<file path="src/rtl/issue_queue_pkg.sv">
// Shared types and default sizes for the collapsing ALU issue queue.
package issue_queue_pkg;

  localparam int TAG_W       = 6;
  localparam int QUEUE_DEPTH = 4;
  localparam int QUEUE_IDX_W = $clog2(QUEUE_DEPTH);

  typedef enum logic [0:0] {
    IDLE  = 1'b0,
    GRANT = 1'b1
  } issue_state_t;

  typedef logic [QUEUE_IDX_W-1:0] queue_idx_t;

endpackage

</file>
<file path="src/rtl/oldest_ready_sel.sv">
// Priority encoder: finds the oldest (lowest-index) entry that is both valid and ready.
module oldest_ready_sel #(
  parameter int DEPTH = 4
) (
  input  logic [DEPTH-1:0]         ent_valid,
  input  logic [DEPTH-1:0]         ent_ready,
  output logic                     found,
  output logic [$clog2(DEPTH)-1:0] idx
);

  localparam int IDX_W = $clog2(DEPTH);

  logic [DEPTH-1:0] cand;

  // Scan from the top down so the lowest candidate index is the last one written
  always_comb begin
    cand  = ent_valid & ent_ready;
    found = |cand;
    idx   = '0;
    for (int i = DEPTH - 1; i >= 0; i--) begin
      if (cand[i]) begin
        idx = IDX_W'(i);
      end
    end
  end

endmodule

</file>
<file path="src/rtl/alu_queue_ctrl.sv">
// Controller for the collapsing ALU issue queue: slot allocation, per-entry
// write strobes with CDB capture, oldest-ready grant and queue collapse.
module alu_queue_ctrl #(
  parameter int DEPTH = issue_queue_pkg::QUEUE_DEPTH,
  parameter int TAG_W = issue_queue_pkg::TAG_W
) (
  input  logic                     clk,
  input  logic                     rst,
  input  logic                     flush,
  input  logic                     dispatch_valid,
  input  logic [TAG_W-1:0]         dispatch_op1_tag,
  input  logic [TAG_W-1:0]         dispatch_op2_tag,
  input  logic                     dispatch_op1_valid,
  input  logic                     dispatch_op2_valid,
  output logic                     dispatch_ready,
  input  logic [DEPTH-1:0]         ent_valid,
  input  logic [DEPTH-1:0]         ent_op1_valid,
  input  logic [DEPTH-1:0]         ent_op2_valid,
  input  logic [DEPTH-1:0]         ent_ready,
  input  logic [DEPTH*TAG_W-1:0]   ent_op1_tag,
  input  logic [DEPTH*TAG_W-1:0]   ent_op2_tag,
  input  logic                     cdb_valid,
  input  logic [TAG_W-1:0]         cdb_tag,
  output logic [DEPTH-1:0]         ent_load,
  output logic [DEPTH-1:0]         ent_shift,
  output logic [DEPTH-1:0]         ent_we,
  output logic [DEPTH-1:0]         ent_updt_cmn,
  output logic [DEPTH-1:0]         ent_updt_op1,
  output logic [DEPTH-1:0]         ent_updt_op1_from_cdb,
  output logic [DEPTH-1:0]         ent_updt_op2,
  output logic [DEPTH-1:0]         ent_updt_op2_from_cdb,
  output logic                     issue_valid,
  output logic [$clog2(DEPTH)-1:0] issue_idx,
  input  logic                     issue_ack,
  output logic [$clog2(DEPTH):0]   count
);

  import issue_queue_pkg::*;

  localparam int IDX_W = $clog2(DEPTH);
  localparam int CNT_W = IDX_W + 1;

  issue_state_t     state_q, state_d;
  logic [IDX_W-1:0] grant_idx_q, grant_idx_d;
  logic [CNT_W-1:0] count_q, count_d;

  logic             sel_found;
  logic [IDX_W-1:0] sel_idx;
  logic             strobe_en;
  logic             dispatch_fire;
  logic             collapse;
  logic [CNT_W-1:0] wr_idx;

  // "Above" view of the stack; the top entry sees a tied-zero neighbour
  logic [DEPTH-1:0]       above_valid, above_op1_valid, above_op2_valid;
  logic [DEPTH*TAG_W-1:0] above_op1_tag, above_op2_tag;

  logic [DEPTH-1:0] src_valid, src_op1_valid, src_op2_valid;
  logic [TAG_W-1:0] src_op1_tag [DEPTH];
  logic [TAG_W-1:0] src_op2_tag [DEPTH];
  logic [DEPTH-1:0] cdb_hit1, cdb_hit2;

  oldest_ready_sel #(.DEPTH(DEPTH)) u_sel (
    .ent_valid (ent_valid),
    .ent_ready (ent_ready),
    .found     (sel_found),
    .idx       (sel_idx)
  );

  assign issue_valid    = (state_q == GRANT);
  assign issue_idx      = grant_idx_q;
  assign count          = count_q;
  assign dispatch_ready = (count_q < CNT_W'(DEPTH));

  assign above_valid     = {1'b0, ent_valid[DEPTH-1:1]};
  assign above_op1_valid = {1'b0, ent_op1_valid[DEPTH-1:1]};
  assign above_op2_valid = {1'b0, ent_op2_valid[DEPTH-1:1]};
  assign above_op1_tag   = {{TAG_W{1'b0}}, ent_op1_tag[DEPTH*TAG_W-1:TAG_W]};
  assign above_op2_tag   = {{TAG_W{1'b0}}, ent_op2_tag[DEPTH*TAG_W-1:TAG_W]};

  // Handshake qualifiers; reset and flush silence every strobe
  always_comb begin
    strobe_en     = rst & ~flush;
    dispatch_fire = dispatch_valid & dispatch_ready & strobe_en;
    collapse      = issue_valid & issue_ack & strobe_en;
    wr_idx        = count_q - CNT_W'(collapse);
  end

  // Per-entry source select and CDB wakeup on whatever the entry will hold next
  always_comb begin
    ent_load      = '0;
    ent_shift     = '0;
    src_valid     = '0;
    src_op1_valid = '0;
    src_op2_valid = '0;
    cdb_hit1      = '0;
    cdb_hit2      = '0;
    for (int i = 0; i < DEPTH; i++) begin
      src_op1_tag[i] = '0;
      src_op2_tag[i] = '0;
    end
    for (int i = 0; i < DEPTH; i++) begin
      ent_load[i]  = dispatch_fire && (wr_idx == CNT_W'(i));
      ent_shift[i] = collapse && (CNT_W'(i) >= CNT_W'(grant_idx_q)) && !ent_load[i];
      if (ent_load[i]) begin
        src_valid[i]     = 1'b1;
        src_op1_valid[i] = dispatch_op1_valid;
        src_op2_valid[i] = dispatch_op2_valid;
        src_op1_tag[i]   = dispatch_op1_tag;
        src_op2_tag[i]   = dispatch_op2_tag;
      end else if (ent_shift[i]) begin
        src_valid[i]     = above_valid[i];
        src_op1_valid[i] = above_op1_valid[i];
        src_op2_valid[i] = above_op2_valid[i];
        src_op1_tag[i]   = above_op1_tag[i*TAG_W +: TAG_W];
        src_op2_tag[i]   = above_op2_tag[i*TAG_W +: TAG_W];
      end else begin
        src_valid[i]     = ent_valid[i];
        src_op1_valid[i] = ent_op1_valid[i];
        src_op2_valid[i] = ent_op2_valid[i];
        src_op1_tag[i]   = ent_op1_tag[i*TAG_W +: TAG_W];
        src_op2_tag[i]   = ent_op2_tag[i*TAG_W +: TAG_W];
      end
      cdb_hit1[i] = strobe_en && cdb_valid && src_valid[i] && !src_op1_valid[i]
                    && (src_op1_tag[i] == cdb_tag);
      cdb_hit2[i] = strobe_en && cdb_valid && src_valid[i] && !src_op2_valid[i]
                    && (src_op2_tag[i] == cdb_tag);
    end
  end

  // Reservation-register strobes derived from the source select and wakeups
  always_comb begin
    ent_updt_cmn          = ent_load | ent_shift;
    ent_updt_op1          = ent_updt_cmn | cdb_hit1;
    ent_updt_op2          = ent_updt_cmn | cdb_hit2;
    ent_updt_op1_from_cdb = cdb_hit1;
    ent_updt_op2_from_cdb = cdb_hit2;
    ent_we                = ent_updt_cmn | ent_updt_op1 | ent_updt_op2;
  end

  // Next occupancy, clamped to 0..DEPTH; flush empties the queue
  always_comb begin
    count_d = count_q;
    if (dispatch_fire && !collapse && (count_q < CNT_W'(DEPTH))) begin
      count_d = count_q + CNT_W'(1);
    end else if (collapse && !dispatch_fire && (count_q != '0)) begin
      count_d = count_q - CNT_W'(1);
    end
    if (flush) begin
      count_d = '0;
    end
  end

  // Grant FSM next state: latch the oldest ready entry, release on ack
  always_comb begin
    state_d     = state_q;
    grant_idx_d = grant_idx_q;
    case (state_q)
      IDLE: begin
        if (sel_found) begin
          state_d     = GRANT;
          grant_idx_d = sel_idx;
        end
      end
      GRANT: begin
        if (issue_ack) begin
          state_d = IDLE;
        end
      end
      default: state_d = IDLE;
    endcase
    if (flush) begin
      state_d     = IDLE;
      grant_idx_d = '0;
    end
  end

  // State, grant index and occupancy registers
  always_ff @(posedge clk or negedge rst) begin
    if (!rst) begin
      state_q     <= IDLE;
      grant_idx_q <= '0;
      count_q     <= '0;
    end else begin
      state_q     <= state_d;
      grant_idx_q <= grant_idx_d;
      count_q     <= count_d;
    end
  end

endmodule

</file>
<file path="config.mk">
export PLATFORM = sky130hd
export DESIGN_NAME = alu_queue_ctrl
export DESIGN_NICKNAME = d
export VERILOG_FILES = /design/src/rtl/issue_queue_pkg.sv /design/src/rtl/oldest_ready_sel.sv /design/src/rtl/alu_queue_ctrl.sv
export SDC_FILE = /design/constraint.sdc
export NUM_CORES = 1
export LEC_CHECK = 0
export BUFFER_PORTS_ARGS = -buffer_cell sky130_fd_sc_hd__buf_4
export CORE_UTILIZATION = 47
export CTS_CLUSTER_SIZE = 28
export DETAILED_ROUTE_END_ITERATION = 10
export PLACE_DENSITY = 0.83
export SETUP_SLACK_MARGIN = 0.1
export SLEW_MARGIN = 10
export SYNTH_ARGS = -nofsm -noshare
export SYNTH_HDL_FRONTEND = slang
export SYNTH_SLANG_ARGS = --single-unit
</file>
<file path="constraint.sdc">
create_clock -name clk -period 8 [get_ports clk]
set_input_delay 1.6 -clock clk [delete_from_list [all_inputs] [get_ports clk]]
set_output_delay 1.6 -clock clk [all_outputs]
set_load 0.02 [all_outputs]
</file>
==> results of run 1 <==
[cell families (layout without fill, tap and decap cells)]
family          count (synthesis)  count (layout)  share of synthesized area (%)
compound gates                108             108                          26.48
xor+xnor                       39              39                          13.69
fa+ha+maj                       3               3                          1.805
buf+inv                        45             149                          7.723
flops                           6               6                          6.018
mux                            18              18                          7.272
simple gates                  170             170                          37.01
[sequential cells by signal, indices dropped and copies added, names as in the netlist]
signal / flops
issue_idx: 2
count: 3
issue_valid: 1
[critical path: cells and delay by family]
family / cells / cell delay, ns
AOI/OAI and AO/OA: 2 / 0.39
buffers and inverters: 4 / 0.72
adders and majority gates: 2 / 0.55
and+or+nand+nor: 6 / 2.34
[layout by cell type, fill, tap and decap left out, drive strengths merged, types with 3 or more instances in the layout]
cell    netlist  routed
a31oi        23      23
or3           5       5
clkbuf       18       3
nand2        27      27
nor4          9       9
o21ai        34      34
a21oi        15      15
and2          3       3
and3         13      13
o21a         14      14
buf          15     134
a211oi       13      13
or3b          3       3
or4           4       4
or2           8       8
nand4         7       7
mux2i        17      17
xor2         25      25
nor3         24      24
dfrtp         6       6
nand3        20      20
nor2         34      34
xnor2        14      14
inv          12      12
[worst paths after layout]
path | from | to | slack (ns)
min in group asynchronous | rst | count[0] | 1.20
hold / removal | count[0] | count[0] | 0.61
hold reg to reg | count[0] | count[0] | 0.61
setup / recovery | flush | ent_updt_op1[0] | 0.80
setup reg to reg | issue_valid | count[1] | 6.15
max in group asynchronous | rst | issue_idx[0] | 6.66
[report_power, final]
part	switching [mW]	internal, mW
Sequential	0.00500	0.0325
Combinational	0.0868	0.0772
Clock	0.0142	0.0324
Total	0.106	0.142
[metrics by stage]
step	hold slack [ns]	total power, mW	worst slack (ns)	util, %	instances
5_1_grt	0.6381	0.2643	0.5311	68.18	563
3_5_place_dp	0.5991	0.1984	0.9391	67.37	560
2_1_floorplan	0.6685	0.1277	0.9045	-	389
6_report	0.6060	0.2481	0.7990	68.18	563
4_1_cts	0.6100	0.2465	0.9345	68.18	563
3_3_place_gp	0.5982	0.1956	1.199	67.37	560
[final cells by class]
class	count	area (µm²)	area share (%)
Inverter	12	45.04	1.294
Tap cell	70	87.58	2.515
Clock buffer	3	41.29	1.186
Timing Repair Buffer	134	1006	28.89
Sequential cell	6	150.1	4.312
Multi-Input combinational cell	338	2152	61.80
[metal layers]
metal	up-vias	GRT usage (%)	wire length (µm)
li1	1642	-	-
met1	1608	41.41	3809
met2	239	61.56	4657
met3	41	3.347	861
met4	0	17.82	470
met5	-	0	0
==> results.yml, run 1 <==
outcome:
  outcome: "finished clean"
synthesis:
  synthTopCellsByCount: "o21ai_0 (34), nor2_1 (32), nand2_1 (27), xor2_1 (25), nor3_1 (24)"
  synth_nets: 482
  netlist.area_leader.share_pct: 8.776
  synth_seq_area_share_pct: 6.018
  yosysTopAreaCell: "xor2_1"
  synth_flop_cell: "dfrtp_1"
  synth-seq-cells: 6
  synthCells: 389
  syn_area_mm2: 0.002495
  syn_avg_cell_area_um2: 6.414
  async_reset_ff_share_pct: 100.0
  yosysMostFrequentCell: "o21ai_0"
  synthTopCellsByArea: "xor2_1 (8.8%), mux2i_1 (6.8%), o21ai_0 (6.8%)"
  ys_warn_count: 0
  yosysUniqueCellTypes: 53
  synth_edf_count: 0
clocking:
  clk_latency_ns: 0.23
  cts.repair.resized: 0
  cts_setup_buffers: 0
  clk_pin_slew_ns: 0.04
  cts_inserted_buffers: 3
  clock_sinks: 6
  cts_tree: "yes"
  cts-root-buf: "clkbuf_8"
  htreeDepth: 1
  clockBufferDepth: 2
  cts_hold_buf: 0
timing:
  setup_viol: 0
  fmax_mhz: 138.9
  fin_crit_sh_pct: 90.01
  slew_headroom_pct: 37.98
  rsz0062_at_grt: "no"
  fin_tns_setup_ns: 0
  clock_skew_ns: 0.0006348
  drv_slew: 0
  period_needed_ns: 7.201
  tightest_slew_ns: 0.9303
  finalHoldViolations: 0
place:
  numPortBuffers: 128
  dpl_cell_area_mm2: 0.003441
  dp_hpwl_um: 7665
  place_congestion: 0.9501
routing:
  vias: 3530
  first_pass_iters: 5
  drt_iter0_markers: 205
  wl_per_cell_um: 17.40
  final_antenna_net_count: 0
  via_per_inst: 6.270
  route.detailed.drc: 0
  wirelength_um: 9798
critical_path:
  cp_slowest_stage_delay_ns: 0.76
  path_class: "in -> out"
  arrival_ns: 5.60
  cp_data_required_time_ns: 6.40
  path_max_fanout: 16
  cp-start-kind: "input pin"
  cp-end-kind: "output pin"
  crit_chain: "buf_4, nand4b_4, inv_2, ha_1, ha_1, nand3b_1, or2_0, inv_1, a211oi_1, o21ai_0, or4_1, nor4_1, or2_2, buf_4"
  cp_slowest_cell: "or2_0"
  r2r_cells: 4
global_routing:
  grt_max_degree: 45
  antenna_found_initial: 0
  grt_overflow_total: 0
  grt_pass1_vias: 3208
  grt_first_pass_wirelength_um: 14950
  grtUsageTotal_pct: 34.67
floorplan:
  initial_core_util_pct: 48.85
  dieArea_mm2: 0.005603
  die_x_um: 74.86
  rows: 26
  coreArea_mm2: 0.005107
  pin_count: 129
  dieHeight_um: 74.86
layout:
  diodes: 0
  nets: 588
  drive_gt1_share_pct: 30.22
  postLayoutCellArea_mm2: 0.003482
  syn_to_final_growth_pct: 39.57
  n_fill_cell: 473
min_path:
  hold_path_class: "reg -> reg"
  whs_path_depth: 2
power_and_ir_drop:
  peakVddDrop_mv: 0.09419
  powerDensity_mw_per_mm2: 71.25
  power.leakage_nw: 1.713
job:
  drv_cap: 0
Power figures use the tool's default switching activity.
==> run 2, diff against run 1 <==
--- a/config.mk
+++ b/config.mk
@@ -9,9 +9,12 @@
 export CORE_UTILIZATION = 47
 export CTS_CLUSTER_SIZE = 28
 export DETAILED_ROUTE_END_ITERATION = 10
-export PLACE_DENSITY = 0.83
+export HOLD_SLACK_MARGIN = 0.06
+export PLACE_DENSITY = 0.82
+export REMOVE_ABC_BUFFERS = 1
 export SETUP_SLACK_MARGIN = 0.1
 export SLEW_MARGIN = 10
 export SYNTH_ARGS = -nofsm -noshare
 export SYNTH_HDL_FRONTEND = slang
+export SYNTH_HIERARCHICAL = 1
 export SYNTH_SLANG_ARGS = --single-unit
==> results.yml, run 2 <==
critical_path:
  cp.buffers_inverters: 4
  path_max_fanout: 16
  crit_cells: 14
  r2r_cells: 4
  cp_data_required_time_ns: 6.40
  cp_slowest_stage_delay_ns: 0.74
  arrival_ns: 5.45
  cp_slowest_cell: "or2_0"
  critPathTopFamily: "simple AND/OR/NAND/NOR gates"
  cp-start-kind: "input pin"
  crit_chain: "buf_4, nand4b_4, inv_2, ha_1, ha_1, nand3b_1, or2_0, inv_1, a211oi_1, o21ai_0, or4_1, nor4_2, or3b_1, buf_4"
  path_class: "in -> out"
  cp-end-kind: "output pin"
clocking:
  cts-root-buf: "clkbuf_8"
  cts_hold_buf: 0
  cts_tree: "yes"
  cts_inserted_buffers: 3
  clockBufferDepth: 2
  clk_latency_ns: 0.23
  clock_sinks: 6
  htreeDepth: 1
  clk_pin_slew_ns: 0.04
  cts.repair.resized: 0
  cts_setup_buffers: 0
timing:
  setup_viol: 0
  slew_headroom_pct: 40.79
  fmax_mhz: 141.9
  period_needed_ns: 7.047
  fin_tns_setup_ns: 0
  finalHoldViolations: 0
  drv_slew: 0
  clock_skew_ns: 0.001261
  rsz0062_at_grt: "no"
  tightest_slew_ns: 0.8882
  fin_crit_sh_pct: 88.09
place:
  place_congestion: 0.8897
  dpl_cell_area_mm2: 0.003473
  dp_cells: 564
  dp_hpwl_um: 8032
  numPortBuffers: 128
floorplan:
  initial_core_util_pct: 49.13
  dieArea_mm2: 0.005705
  coreArea_mm2: 0.005172
  pin_count: 129
  dieHeight_um: 75.53
  rows: 26
  die_x_um: 75.53
global_routing:
  grtUsageMet1_pct: 51.40
  grt_first_pass_wirelength_um: 15760
  antenna_found_initial: 0
  met3_usage_pct: 2.381
  grt_pass1_vias: 3095
  grt_overflow_total: 0
  grt_max_degree: 52
  grtUsageTotal_pct: 36.68
  grtUsageMet2_pct: 57.04
  grt-busiest-layer: "met2"
layout:
  syn_to_final_growth_pct: 38.31
  postLayoutCellArea_mm2: 0.003515
  drive_gt1_share_pct: 29.98
  largest_register_ffs: 3
  n_fill_cell: 477
  diodes: 0
  final_common_cell: "buf_4"
  mostFrequentLayoutCells: "buf_4 (133), o21ai_0 (46), nand3_1 (34), a31oi_1 (30), nor3_1 (28)"
  nets: 592
  multi_input_area_mm2: 0.002170
  fin_cells: 567
  finish.utilization_pct: 67.95
  seqCellArea_um2: 150.1
synthesis:
  synthTopCellsByArea: "o21ai_0 (9.1%), xnor2_1 (8.6%), a31oi_1 (7.4%)"
  syn_avg_cell_area_um2: 6.401
  ys_warn_count: 6
  syn_area_mm2: 0.002541
  yosysUniqueCellTypes: 56
  synth_flop_cell: "dfrtp_1"
  synthTopCellsByCount: "o21ai_0 (46), nand3_1 (34), a31oi_1 (30), nor3_1 (28), xnor2_1 (25)"
  synth_seq_area_share_pct: 5.908
  synth_edf_count: 0
  synthCells: 397
  yosysTopAreaCell: "o21ai_0"
  netlist.area_leader.share_pct: 9.060
  async_reset_ff_share_pct: 100.0
  yosysMostFrequentCell: "o21ai_0"
  synth-seq-cells: 6
routing:
  route.detailed.drc: 0
  vias: 3592
  first_pass_iters: 5
  wirelength_um: 10590
  wl_per_cell_um: 18.67
  via_per_inst: 6.335
  drt_iter0_markers: 409
  final_antenna_net_count: 0
job:
  drv_cap: 0
power_and_ir_drop:
  powerDensity_mw_per_mm2: 71.45
  peakVddDrop_mv: 0.09558
  power.leakage_nw: 1.645
  power_uw: 251.1
outcome:
  outcome: "finished clean"
min_path:
  whs_path_depth: 2
  hold_path_class: "reg -> reg"
## run 2: cell types whose count changed after synthesis, sizes merged, moves of 4 or more
cell	previous run	this run
mux2i	17	12
clkbuf	18	24
nor2	34	23
a211oi	13	5
nor3	24	28
xor2	25	20
xnor2	14	25
nand2	27	22
o21ai	34	47
nand3	20	34
o21a	14	0
a31oi	23	31
## run 2: worst reg2reg max path: stages (launching register included)
cell       delay [ns]
dfrtp_1          0.42
nand4bb_4        0.54
a21oi_1          0.49
fa_1             0.50
a211oi_1         0.22
## run 2: cell families after synthesis
family	after synthesis	share of synthesized area [%]
compound gates	118	28.66
xor+xnor	45	15.51
fa+ha+maj	3	1.772
buf+inv	54	8.715
flops	6	5.908
mux	12	4.727
simple gates	159	34.71
## run 2: final timing paths
path	slack [ns]	start	end
worst min register to register	0.60	count[1]	count[1]
worst max-delay path	0.95	flush	ent_we[0]
worst max register to register	5.75	count[2]	count[1]
min in group asynchronous	1.20	rst	issue_valid
max in group asynchronous	6.65	rst	count[2]
worst min-delay path	0.60	count[1]	count[1]
## run 2: per-stage QoR
stage	setup WS, ns	hold slack (ns)
2_1_floorplan	0.3496	0.6557
3_3_place_gp	1.281	0.5593
3_5_place_dp	1.044	0.5965
4_1_cts	1.028	0.6017
5_1_grt	0.7101	0.6442
6_report	0.9529	0.6039
## run 2: layout make-up
class / count / share of cell area (%)
Sequential cell: 6 / 4.272
Multi-Input combinational cell: 337 / 61.73
Inverter: 18 / 1.922
Clock buffer: 3 / 1.175
Tap cell: 70 / 2.492
Timing Repair Buffer: 133 / 28.41
## run 2: where the power goes
part	switching, mW	internal [mW]
clock network	0.0139	0.0324
logic	0.0910	0.0773
registers	0.00414	0.0324
## run 2: metal layers
| layer | vias to the layer above | share of wire (%) | wire length, µm |
|---|---|---|---|
| met4 | 0 | 3.4 | 359 |
| met2 | 250 | 45 | 4721 |
| met5 | - | 0 | 0 |
| met1 | 1655 | 43 | 4513 |
| met3 | 36 | 9.4 | 993 |
| li1 | 1651 | - | - |
